### src/rtl/seg7_pkg.sv
`default_nettype none
// ------------------------------------------------------------------
// seg7_pkg : shared constants for the 7-segment result display
// Rev 1.0
// ------------------------------------------------------------------
package seg7_pkg;

  localparam int         NUM_DIGITS = 8;
  localparam logic [6:0] SEG_OFF    = 7'h7F;
  localparam logic [7:0] AN_OFF     = 8'hFF;

  // Active-low cathodes {g,f,e,d,c,b,a}, indexed by nibble value
  localparam logic [6:0] SEG_HEX [16] = '{
    7'h40, 7'h79, 7'h24, 7'h30, 7'h19, 7'h12, 7'h02, 7'h78,
    7'h00, 7'h10, 7'h08, 7'h03, 7'h46, 7'h21, 7'h06, 7'h0E
  };

endpackage
`default_nettype wire

### src/rtl/seg7_result_display_hex_to_seg7.sv
`default_nettype none
// ------------------------------------------------------------------
// hex_to_seg7 : combinational nibble to active-low segment lookup
// Rev 1.0
// ------------------------------------------------------------------
module hex_to_seg7
  import seg7_pkg::*;
(
  input  logic [3:0] i_nib,
  output logic [6:0] o_seg
);

  assign o_seg = SEG_HEX[i_nib];

endmodule
`default_nettype wire

### src/rtl/seg7_result_display.sv
`default_nettype none
// ------------------------------------------------------------------
// seg7_result_display : 8-digit multiplexed hex display of a result bus
// Rev 1.0
// ------------------------------------------------------------------
module seg7_result_display
  import seg7_pkg::*;
#(
  parameter logic [15:0] PRESCALE = 16'd50000,
  parameter bit          BLANK_LZ = 1'b1
) (
  input  logic        clk,
  input  logic        rst,
  input  logic [31:0] Result,
  input  logic [31:0] Result2,
  input  logic        sel,
  output logic [6:0]  LED,
  output logic [7:0]  Anode,
  output logic        frame_done
);

  logic [15:0] r_pcnt;
  logic [2:0]  r_idx;
  logic [31:0] r_snap;
  logic        w_tick;
  logic        w_last;
  logic [31:0] w_shift;
  logic        w_blank;
  logic [6:0]  w_seg;

  assign w_tick  = (r_pcnt == PRESCALE - 16'd1);
  assign w_last  = (r_idx == 3'(NUM_DIGITS - 1));
  // Upper part of the snapshot from the current digit upwards
  assign w_shift = r_snap >> {r_idx, 2'b00};
  assign w_blank = BLANK_LZ && (r_idx != 3'd0) && (w_shift == 32'd0);

  hex_to_seg7 u_hex_to_seg7 (
    .i_nib (w_shift[3:0]),
    .o_seg (w_seg)
  );

  always_ff @(posedge clk) begin
    if (!rst) begin
      r_pcnt     <= 16'd0;
      r_idx      <= 3'd0;
      r_snap     <= 32'd0;
      frame_done <= 1'b0;
      Anode      <= AN_OFF;
      LED        <= SEG_OFF;
    end else begin
      r_pcnt     <= w_tick ? 16'd0 : r_pcnt + 16'd1;
      frame_done <= w_tick && w_last;
      if (w_tick) begin
        r_idx <= r_idx + 3'd1;
      end
      // Snapshot only at the frame wrap so a frame never mixes two values
      if (w_tick && w_last) begin
        r_snap <= sel ? Result2 : Result;
      end
      if (w_blank) begin
        Anode <= AN_OFF;
        LED   <= SEG_OFF;
      end else begin
        Anode <= ~(8'b1 << r_idx);
        LED   <= w_seg;
      end
    end
  end

endmodule
`default_nettype wire
### config.mk
export PLATFORM = sky130hd
export DESIGN_NAME = seg7_result_display
export DESIGN_NICKNAME = d
export VERILOG_FILES = /design/src/rtl/seg7_pkg.sv /design/src/rtl/seg7_result_display_hex_to_seg7.sv /design/src/rtl/seg7_result_display.sv
export SDC_FILE = /design/constraint.sdc
export NUM_CORES = 1
export LEC_CHECK = 0
export CORE_MARGIN = 10
export CORE_UTILIZATION = 28
export CTS_CLUSTER_DIAMETER = 40
export DETAILED_ROUTE_END_ITERATION = 10
export MAX_ROUTING_LAYER = met4
export RECOVER_POWER = 50
export SYNTH_ARGS = -nofsm -noshare
export SYNTH_HDL_FRONTEND = slang
export SYNTH_SLANG_ARGS = --single-unit
### constraint.sdc
create_clock -name clk -period 3.5 [get_ports clk]
set_input_delay 0.35 -clock clk [delete_from_list [all_inputs] [get_ports clk]]
set_output_delay 0.35 -clock clk [all_outputs]
set_load 0.01 [all_outputs]
* Yosys cells after proc, flatten, opt, wreduce, memory -nomap -nowiden
Memories as Yosys holds them, arrays and structs flattened. A register that Yosys moved wholly into a read port is not among the register bits.
Index checks and enable logic that the tools add are counted.
** Word-level totals
- Register bits after elaboration :: 60
- Bits in latches :: 0
- Memory bits (writable) :: 0
- ROM bits :: 112
- Bits of input ports :: 67
- Output and inout port bits :: 16
- Logic and storage cells :: 22
- Memories :: 1
** Memory list
- (name not given) :: depth 16, width 7, rd ports 1, clocked after memory_dff 1, write ports 0, line seg7_result_display_hex_to_seg7.sv:13 : assign o_seg = SEG_HEX[i_nib];
** Operators by class
- $add $sub $neg :: 2
- Multiply operators :: 0
- Div/mod/pow operators :: 0
- $lt $le $gt $ge :: 0
- Equal/unequal tests :: 2
- Shift operators :: 2
- Muxes and demuxes :: 1
- Bitwise operators :: 3
- Reductions and logical operators :: 6
** Operators by type and width (number)
- logical NOT 32 bit :: 1
- 2-to-1 mux 32 bit :: 1
- >> shifter 32 x 5 -> 32 bit :: 1
- adder 16 x 1 -> 16 bit, second input constant :: 1
- equality test 16 bit, second input constant :: 1
- inverter 8 bit :: 1
- left shift 1 x 3 -> 8 bit, first input constant :: 1
- inverter 4 -> 5 bit :: 1
- OR reduction 2 bit :: 2
- adder 3 x 1 -> 3 bit, second input constant :: 1
- equality test 3 bit, second input constant :: 1
- nonzero test 3 bit :: 1
- logical AND 1 bit :: 2
- inverter 1 bit :: 1

* Logic depth before layout (Yosys ltp)
Gate-level depths: netlist of the first run.
- Depth after elaboration :: 4
- Depth in mapped cells :: 13

* Hierarchy
A second synthesis of the first run with hierarchy kept.
** Second synthesis, totals
- Cells, all modules :: 387
- Area, all modules :: 3634.7 sq um
** Modules (own cells, without submodules)
- seg7_result_display :: instances 1, cells each 354, area each 3365.7 sq um, seq. area each 1341.3 sq um
- hex_to_seg7 :: instances 1, cells each 33, area each 269.0 sq um, seq. area each 0.0 sq um

* Worst setup path before layout of the first run
Ideal clock, no wire load.
- Kind :: flip-flop to flip-flop
- Start point :: register r_idx[0]
- End point :: register LED[0]
- Setup time :: 0.070 ns
- Arrival time :: 2.777 ns
- Data required time :: 3.430 ns
- Path slack :: 0.653 ns
- Cell stages (with the launch flop) :: 14
- Path buffers :: 3
- Clock period less this slack :: 2.847 ns
- Cells stage by stage :: dfxtp_1 -> buf_6 -> buf_2 -> mux4_2 -> nand2_1 -> nand2_1 -> inv_1 -> ha_1 -> inv_1 -> a2111oi_0 -> o311ai_2 -> a21oi_2 -> buf_6 -> o21bai_1
** On the way
- Word-level cells in the longest chain between the ends :: 4
- Elaborated cells on any way between the ends :: 6
- Classes of those cells :: shift (1); bitwise (1); reduce/logical (4)
** Ends and longest elaborated chain
- start, declared :: line seg7_result_display.sv:23 : logic [2:0] r_idx;
- start signal, assigned :: line seg7_result_display.sv:54 : r_idx <= r_idx + 3'd1;
- >> shifter 32 x 5 -> 32 bit :: line seg7_result_display.sv:34 : assign w_shift = r_snap >> {r_idx, 2'b00};
- logical NOT 32 bit :: line seg7_result_display.sv:35 : assign w_blank = BLANK_LZ && (r_idx != 3'd0) && (w_shift == 32'd0);
- logical AND 1 bit :: line seg7_result_display.sv:35
- OR reduction 2 bit (no source line)
- end, declared :: line seg7_result_display.sv:17 : output logic [6:0] LED,
Parallel ways exist; a longest one is shown, timed or not.
A chain may end at the register's enable or synchronous reset.

* Worst setup path in the final report of the first run
- Start point :: register r_idx[0]
- End point :: register Anode[1]
** On the way
- Word-level cells in the longest chain between the ends :: 4
- Elaborated cells on any way between the ends :: 7
- Classes of those cells :: shift (2); bitwise (1); reduce/logical (4)
** Ends and longest elaborated chain
- >> shifter 32 x 5 -> 32 bit :: line seg7_result_display.sv:34
- logical NOT 32 bit :: line seg7_result_display.sv:35
- logical AND 1 bit :: line seg7_result_display.sv:35
- OR reduction 2 bit (no source line)
- end signal, assigned :: line seg7_result_display.sv:64 : Anode <= ~(8'b1 << r_idx);
- end, declared :: line seg7_result_display.sv:18 : output logic [7:0] Anode,
Parallel ways exist; a longest one is shown, timed or not.

==> results.yml, run 1 <==
run_status:
  outcome: "completed"
critical_path:
  worstPathMaxFanout: 11
  cp_data_arrival_time_ps: 3440
  cp-start-kind: "register"
  required_ps: 3770
  crit_type: "register to register"
  endpoint_kind: "register"
die:
  initial_core_util_pct: 28.89
  rows: 40
  io_pins: 83
  die_area_um2: 17370
  coreArea_um2: 12110
  die_y_um: 131.8
  die_w_um: 131.8
yosys:
  ys_seq_area_share_pct: 38.33
  synthCells: 369
  synthTopCellsByCount: "dfxtp_1 (67), nor2_1 (60), a211oi_1 (37), mux2i_1 (37), ha_1 (12)"
  synth_top_area_share_pct: 38.33
  ys_warn_count: 0
  synth-edff-count: 0
  ys_types: 48
  yosysTopAreaCell: "dfxtp_1"
  synth_flop_cell: "dfxtp_1"
  syn_area_um2: 3500
  yosysMostFrequentCell: "dfxtp_1"
  synth_fp_nets: 448
  syn_avg_cell_area_um2: 9.484
  async_reset_ff_share_pct: 0
  synth.area.top_cells: "dfxtp_1 (38%), mux2i_1 (11%), a211oi_1 (7.9%)"
  ys_ff_latch: 67
timing:
  hold_viol: 0
  post-route-min-period_ps: 3171
  worst_slack_ps: 328.8
  rsz0062_at_grt: "no"
  timing.hold.ws_ps: 464.5
  slew_viol_final: 0
  finalCritPeriodShare_pct: 90.60
  tightest_slew_ps: 1162
  slew_headroom_pct: 22.46
  clock_skew_ps: 9.730
  tns_ps: 0
  clock.fmax_mhz: 315.3
  setup_viol: 0
route:
  vias: 2869
  drc_errors: 0
  drt-initial-drc-count: 130
  routedWlPerCell_um: 14.54
  vias_per_cell: 4.665
  first_pass_iters: 4
  wirelength_mm: 8.940
  ant_nets: 0
power_and_ir_drop:
  p_per_area_nw_per_um2: 398.2
  leakage_uw: 0.001740
  ir_worst_vdd_mv: 0.1856
final_layout:
  filler_cell_count: 1245
  finalInstanceArea_um2: 4745
  finish.utilization_pct: 39.17
  finalNetCount: 521
  drive_above_1_share_pct: 8.054
  num_antenna_cells: 0
  syn_to_final_growth_pct: 35.57
clocking:
  cts_root_buf: "clkbuf_16"
  cts_buffers: 9
  h-tree-depth: 3
  clkLatencyLatePin_ps: 330
  cts_resized: 0
  cts_tree: "yes"
  path_clk_slew_ps: 50
  ctsHoldBuffers: 0
  post_cts_buffers: 0
  cts_max_path_buffers: 2
  clock-sinks: 67
place:
  hpwl_mm: 6.993
  numPortBuffers: 82
  dpl_cell_area_um2: 4428
  gp_congestion: 0.8759
  dp_worst_setup_slack_ps: 305.3
global_routing:
  grtUsageTotal_pct: 10.85
  gr-total-overflow: 0
  antenna_found_initial: 0
  grt_pass1_wl_mm: 15.16
  grt_max_degree: 38
  grt_pass1_vias: 3027
min_path:
  hp-class: "register to register"
job:
  maxCapViolCount: 0
-- cells by family (layout without fill, tap and decap cells) --
| family | count (synthesis) | count (layout) | share of synthesized area [%] |
|---|---|---|---|
| XOR/XNOR | 15 | 15 | 3.754 |
| multiplexers | 47 | 47 | 16.70 |
| AO/OA/AOI/OAI | 63 | 63 | 13.41 |
| adder cells (fa/ha/maj) | 12 | 12 | 4.290 |
| AND/OR/NAND/NOR | 129 | 129 | 18.20 |
| buffers and inverters | 36 | 114 | 5.327 |
| flip-flops | 67 | 67 | 38.33 |
-- report_power, final --
group          internal, uW  switching (uW)
clock                   646             331
combinational          91.7            46.5
sequential              770            3.42
total                  1510             381
-- area by class of cell --
| cell class | instances | area [um^2] | area share [%] |
|---|---|---|---|
| clock buffer | 11 | 242.7 | 5.116 |
| clock inverter | 5 | 85.08 | 1.793 |
| timing repair buffer | 86 | 858.3 | 18.09 |
| inverter | 12 | 45.04 | 0.9494 |
| sequential | 67 | 1341 | 28.27 |
| multi-input combinational | 266 | 1962 | 41.35 |
| tap | 168 | 210.2 | 4.430 |
-- layer usage --
| metal | GRT usage [%] | routed length (um) |
|---|---|---|
| met1 | 13.21 | 4240 |
| met4 | 2.719 | 79 |
| met2 | 16.83 | 4159 |
| met3 | 3.735 | 460 |
| met5 | - | 0 |
-- registers in the layout (all words and copies together) (netlist names) --
signal      flops
LED             7
r_snap         32
r_idx           3
frame_done      1
r_pcnt         16
Anode           8
-- layout by cell type (no fill, tap or decap), types with 2 or more instances in the layout --
master and n:
buf_4 3, clkbuf_16 9, nand2b_1 7, nand3_1 11, mux2i_1 37, o21ai_0 3
ha_1 12, mux4_1 2, nand2_1 10, xor2_1 8, a2111oi_0 3, nor2_1 60
mux4_2 6, bufinv_16 2, nand4_1 6, dfxtp_1 67, a211o_1 3, inv_1 11
clkdlybuf4s50_1 64, nor3_1 12, a211oi_1 37, xnor2_1 7, nor4_1 6, a221o_1 2
a21oi_1 7, dlygate4sd3_1 17, o22ai_1 2, and3_1 3, nor3b_1 4
-- worst max-delay path: stages, from the launching register on --
cell       delay [ps]
dfxtp_1           500
mux4_2            560
mux2i_1           380
ha_1              300
inv_1              50
a2111oi_0         490
o311ai_2          260
a21oi_2           400
or3b_2            190
-- metrics by stage --
| stage | power (uW) | std cells |
|---|---|---|
| detailed placement | 934.0 | 599 |
| global route | 1970 | 615 |
| floorplan | 843.2 | 369 |
| global placement | 932.1 | 599 |
| CTS | 1920 | 615 |
| finish | 1889 | 615 |
-- final timing paths --
check	start	endpoint	slack, ps	cells past startpoint
max	r_idx[0]	Anode[1]	330	8
min	r_pcnt[0]	r_pcnt[0]	460	1
max reg2reg	r_idx[0]	Anode[1]	330	8
min reg2reg	r_pcnt[0]	r_pcnt[0]	460	1
(Power assumes the default switching activity.)
==> inputs of run 2 (changes only) <==
--- a/config.mk
+++ b/config.mk
@@ -6,10 +6,11 @@
 export NUM_CORES = 1
 export LEC_CHECK = 0
 export CORE_MARGIN = 10
-export CORE_UTILIZATION = 28
+export CORE_UTILIZATION = 50
 export CTS_CLUSTER_DIAMETER = 40
 export DETAILED_ROUTE_END_ITERATION = 10
 export MAX_ROUTING_LAYER = met4
+export PLACE_DENSITY = 0.8
 export RECOVER_POWER = 50
 export SYNTH_ARGS = -nofsm -noshare
 export SYNTH_HDL_FRONTEND = slang
==> run 2 against run 1 <==
  * Global-route usage up 5.0 points
  * Routed wire length down 4.4%
  * Count of clock-buffer cells in the layout increased by 1
  * Sequential share of layout area grew 1.7 points
  * Clock power fell by 44%
  * Clock skew up 1.6 ps
==> results.yml, run 2 (synthesis gave the netlist of run 1 again) <==
final_layout:
  layout_commonest_cell: "dfxtp_1"
  largest_register_ffs: 32
  top_register: "r_snap"
  filler_cell_count: 599
  syn_to_final_growth_pct: 27.85
  num_antenna_cells: 0
  final_cell_mix: "dfxtp_1 (67), clkdlybuf4s50_1 (64), nor2_1 (60)"
  finalNetCount: 521
  largestRegisters: "r_snap: 32 flops, r_pcnt: 16 flops, Anode: 8 flops"
  drive_above_1_share_pct: 7.623
timing:
  rsz0062_at_grt: "no"
  setup_viol: 0
  clock_skew_ps: 11.38
  finalCritPeriodShare_pct: 91.52
  hold_viol: 0
  tns_ps: 0
  post-route-min-period_ps: 3203
  tightest_slew_ps: 1192
  slew_viol_final: 0
  slew_headroom_pct: 20.47
  clock.fmax_mhz: 312.2
route:
  vias: 2950
  drt-initial-drc-count: 101
  vias_per_cell: 5.443
  drc_errors: 0
  first_pass_iters: 4
  routedWlPerCell_um: 15.77
  ant_nets: 0
  wirelength_mm: 8.547
die:
  die_area_um2: 10750
  io_pins: 83
  coreArea_um2: 6794
  die_y_um: 103.7
  initial_core_util_pct: 51.51
  rows: 30
  die_w_um: 103.7
clocking:
  cts_buffers: 9
  path_clk_slew_ps: 70
  cts_tree: "yes"
  cts_max_path_buffers: 2
  cts_root_buf: "clkbuf_8"
  cts_resized: 0
  h-tree-depth: 3
  clock-sinks: 67
  ctsHoldBuffers: 0
  clkLatencyLatePin_ps: 340
  post_cts_buffers: 0
global_routing:
  grt_pass1_wl_mm: 14.13
  grt_pass1_vias: 2927
  antenna_found_initial: 0
  grt_max_degree: 65
  gr-total-overflow: 0
  grtUsageTotal_pct: 15.88
power_and_ir_drop:
  ir_worst_vdd_mv: 0.1593
  leakage_uw: 0.001667
  power_uw: 1459
  p_per_area_nw_per_um2: 326.1
critical_path:
  cp_data_arrival_time_ps: 3490
  worst_path_largest_cell_delay_ps: 570
  critical_path.slowest_cell: "mux4_2"
  endpoint_kind: "register"
  ff2ff_setup_slack_ps: 300
  crit_type: "register to register"
  worstPathMaxFanout: 11
  cp-start-kind: "register"
  path_cells: "mux4_2 > mux2i_1 > ha_1 > inv_1 > a2111oi_0 > o311ai_2 > a21oi_2 > or3b_2"
  required_ps: 3780
place:
  numPortBuffers: 82
  gp_congestion: 0.9105
  hpwl_mm: 6.593
job:
  maxCapViolCount: 0
min_path:
  hp-class: "register to register"
run_status:
  outcome: "completed"
run 2: cell count changes in the layout (fill, tap and decap cells not counted), sizes merged:
cell / delta
inv: -1
bufinv: -2
clkinv: +2
clkinvlp: -1
clkbuf: +1
run 2: final cells by class:
cell class	instances	area (um^2)	share of cell area (%)
Tap cell	96	120.1	2.685
Clock inverter	3	15.01	0.3356
Timing Repair Buffer	86	845.8	18.90
Inverter	12	45.04	1.007
Clock buffer	12	145.1	3.244
Multi-Input combinational cell	266	1962	43.85
Sequential cell	67	1341	29.98
run 2: power by group:
part	leakage, uW	switching [uW]	internal [uW]
clock network	0.0000860	279	269
logic	0.00104	45.9	91.8
registers	0.000543	3.57	769
run 2: path summary, 6_finish.rpt:
check,from,to,cells after the start
max,r_idx[0],Anode[1],8
min,r_pcnt[0],r_pcnt[0],1
min reg2reg,r_pcnt[0],r_pcnt[0],1
max reg2reg,r_idx[0],Anode[1],8
run 2: metrics by stage:
| stage | hold WS (ps) | util (%) | area [um^2] | std cells | setup slack [ps] |
|---|---|---|---|---|---|
| floorplan | 426.1 | - | 3500 | 369 | 652.8 |
| detailed placement | 454.5 | 63.66 | 4325 | 527 | 308.1 |
| global route | 495.0 | 65.86 | 4474 | 542 | 109.3 |
| finish | 463.9 | 65.86 | 4474 | 542 | 296.8 |
| global placement | 440.4 | 63.66 | 4325 | 527 | 474.5 |
| CTS | 471.0 | 66.02 | 4486 | 542 | 310.7 |
run 2: metal layers:
metal | routed length (um) | vias to the layer above | GRT usage [%]
li1 | - | 1491 | -
met1 | 3903 | 1359 | 18.77
met2 | 4033 | 89 | 25.05
met3 | 488 | 11 | 4.833
met4 | 121 | 0 | 5.567
met5 | 0 | - | -
run 2: critical path: cells and delay by family, from the launching register on:
family	cells	cell delay (ps)
adders and majority gates	1	290
and+or+nand+nor	1	200
buffers and inverters	1	50
AOI/OAI and AO/OA	3	1170
muxes	2	950
DFF	1	500
==> inputs of run 3 (changes only) <==
--- a/config.mk
+++ b/config.mk
@@ -5,13 +5,14 @@
 export SDC_FILE = /design/constraint.sdc
 export NUM_CORES = 1
 export LEC_CHECK = 0
+export CORE_ASPECT_RATIO = 1.4
 export CORE_MARGIN = 10
 export CORE_UTILIZATION = 50
 export CTS_CLUSTER_DIAMETER = 40
 export DETAILED_ROUTE_END_ITERATION = 10
 export MAX_ROUTING_LAYER = met4
 export PLACE_DENSITY = 0.8
-export RECOVER_POWER = 50
+export RECOVER_POWER = 25
 export SYNTH_ARGS = -nofsm -noshare
 export SYNTH_HDL_FRONTEND = slang
 export SYNTH_SLANG_ARGS = --single-unit
==> run 3 against run 2 <==
  * Core utilization down 0.61 points
  * Highest routed layer unchanged
  * Sequential share of layout area is 0.15 points lower
  * Critical endpoint unchanged
  * Non-clock buffer count is 1 lower
==> results.yml, run 3 (synthesis gave the netlist of run 1 again) <==
min_path:
  whs_path_depth: 1
  hp-class: "register to register"
clocking:
  clock-sinks: 67
  h-tree-depth: 3
  path_clk_slew_ps: 70
  cts_root_buf: "clkbuf_8"
  clkLatencyLatePin_ps: 350
  cts_resized: 0
  post_cts_buffers: 0
  cts_tree: "yes"
  cts_max_path_buffers: 2
  ctsHoldBuffers: 0
  cts_buffers: 9
final_layout:
  num_antenna_cells: 0
  finish.utilization_pct: 65.25
  top_register: "r_snap"
  filler_cell_count: 568
  largest_register_ffs: 32
  largestRegisters: "r_snap: 32 flops, r_pcnt: 16 flops, Anode: 8 flops"
  layout_commonest_cell: "dfxtp_1"
  finalNetCount: 520
  final_cells: 541
  drive_above_1_share_pct: 7.623
  multi_input_area_um2: 1962
  syn_to_final_growth_pct: 28.49
  final-seq-area_um2: 1341
  final_cell_mix: "dfxtp_1 (67), clkdlybuf4s50_1 (65), nor2_1 (60)"
global_routing:
  antenna_found_initial: 0
  gr-total-overflow: 0
  grt_pass1_wl_mm: 13.89
  grtUsageTotal_pct: 15.91
  grt_max_degree: 65
  grt_pass1_vias: 2927
power_and_ir_drop:
  combPwrFrac_pct: 9.1
  power_uw: 1515
  ir_worst_vdd_mv: 0.2288
  switchingPower_uw: 318.9
  p_seq_share_pct: 51.1
  p_per_area_nw_per_um2: 336.8
  power_frac_clock_pct: 39.9
  leakage_uw: 0.001675
  sw_frac_of_total_pct: 21.06
  internal-power_uw: 1196
critical_path:
  crit_type: "register to register"
  cp-start-kind: "register"
  worstPathMaxFanout: 28
  cp_data_arrival_time_ps: 3450
  ff2ff_path_depth: 9
  endpoint_kind: "register"
  required_ps: 3790
die:
  die_y_um: 119.0
  initial_core_util_pct: 50.78
  die_w_um: 90.71
  rows: 36
  coreArea_um2: 6892
  die_area_um2: 10790
  io_pins: 83
timing:
  post-route-min-period_ps: 3155
  finalCritPeriodShare_pct: 90.15
  hold_viol: 0
  slew_headroom_pct: 24.07
  worst_slack_ps: 344.7
  clock_skew_ps: 8.532
  tns_ps: 0
  clock.fmax_mhz: 316.9
  setup_viol: 0
  slew_viol_final: 0
  rsz0062_at_grt: "no"
  tightest_slew_ps: 1138
place:
  placed_cells: 525
  hpwl_mm: 6.509
  numPortBuffers: 82
  dp_worst_setup_slack_ps: 332.0
  gp_congestion: 0.9123
route:
  wl_met3_um: 336
  vias: 2919
  drc_errors: 0
  drt-initial-drc-count: 105
  routedLengthMet1_mm: 3.380
  wirelength_mm: 8.267
  first_pass_iters: 4
  wl_met2_mm: 4.427
  topRoutingLayerUsed: "met4"
  vias_per_cell: 5.396
  routedWlPerCell_um: 15.28
  ant_nets: 0
job:
  maxCapViolCount: 0
run_status:
  outcome: "completed"
-- run 3: per-stage QoR --
stage / hold WS, ps / cell area, um^2
final: 474.4 / 4497
after CTS: 483.9 / 4508
after detailed placement: 469.4 / 4317
after global routing: 517.1 / 4497
after floorplan: 426.1 / 3500
after global placement: 437.8 / 4317
-- run 3: routing by layer --
metal,up-vias,track usage [%]
met1,1347,16.43
met5,-,-
met4,0,6.687
met3,7,3.960
li1,1483,-
met2,82,28.07
-- run 3: power groups by stage --
stage / Combinational [uW] / Clock (uW) / Sequential (uW)
2_1_floorplan: 50.9 / 0 / 792
3_3_place_gp: 139 / 0 / 790
6_report: 137 / 604 / 773
5_1_grt: 149 / 653 / 774
4_1_cts: 141 / 623 / 773
3_5_place_dp: 141 / 0 / 791
-- run 3: layout make-up --
cell class	instances	area share (%)
repair buffers	85	18.64
clock inverters	1	0.1113
clock buffers	15	4.146
multi-input cells	266	43.63
well taps	95	2.643
inverters	12	1.002
flip-flops and latches	67	29.83
-- run 3: worst max-delay path, cell delays in order, from the launching register on --
cell and delay (ps):
dfxtp_1 390, buf_4 320, mux4_2 360, mux2i_1 350
ha_1 280, inv_1 60, a2111oi_0 460, o311ai_2 260
a21oi_2 420, or3b_2 190
-- run 3: worst paths after layout --
path,startpoint,end,slack (ps)
min,r_pcnt[0],r_pcnt[0],470
max,r_idx[0],Anode[1],340
min reg2reg,r_pcnt[0],r_pcnt[0],470
max reg2reg,r_idx[0],Anode[1],340
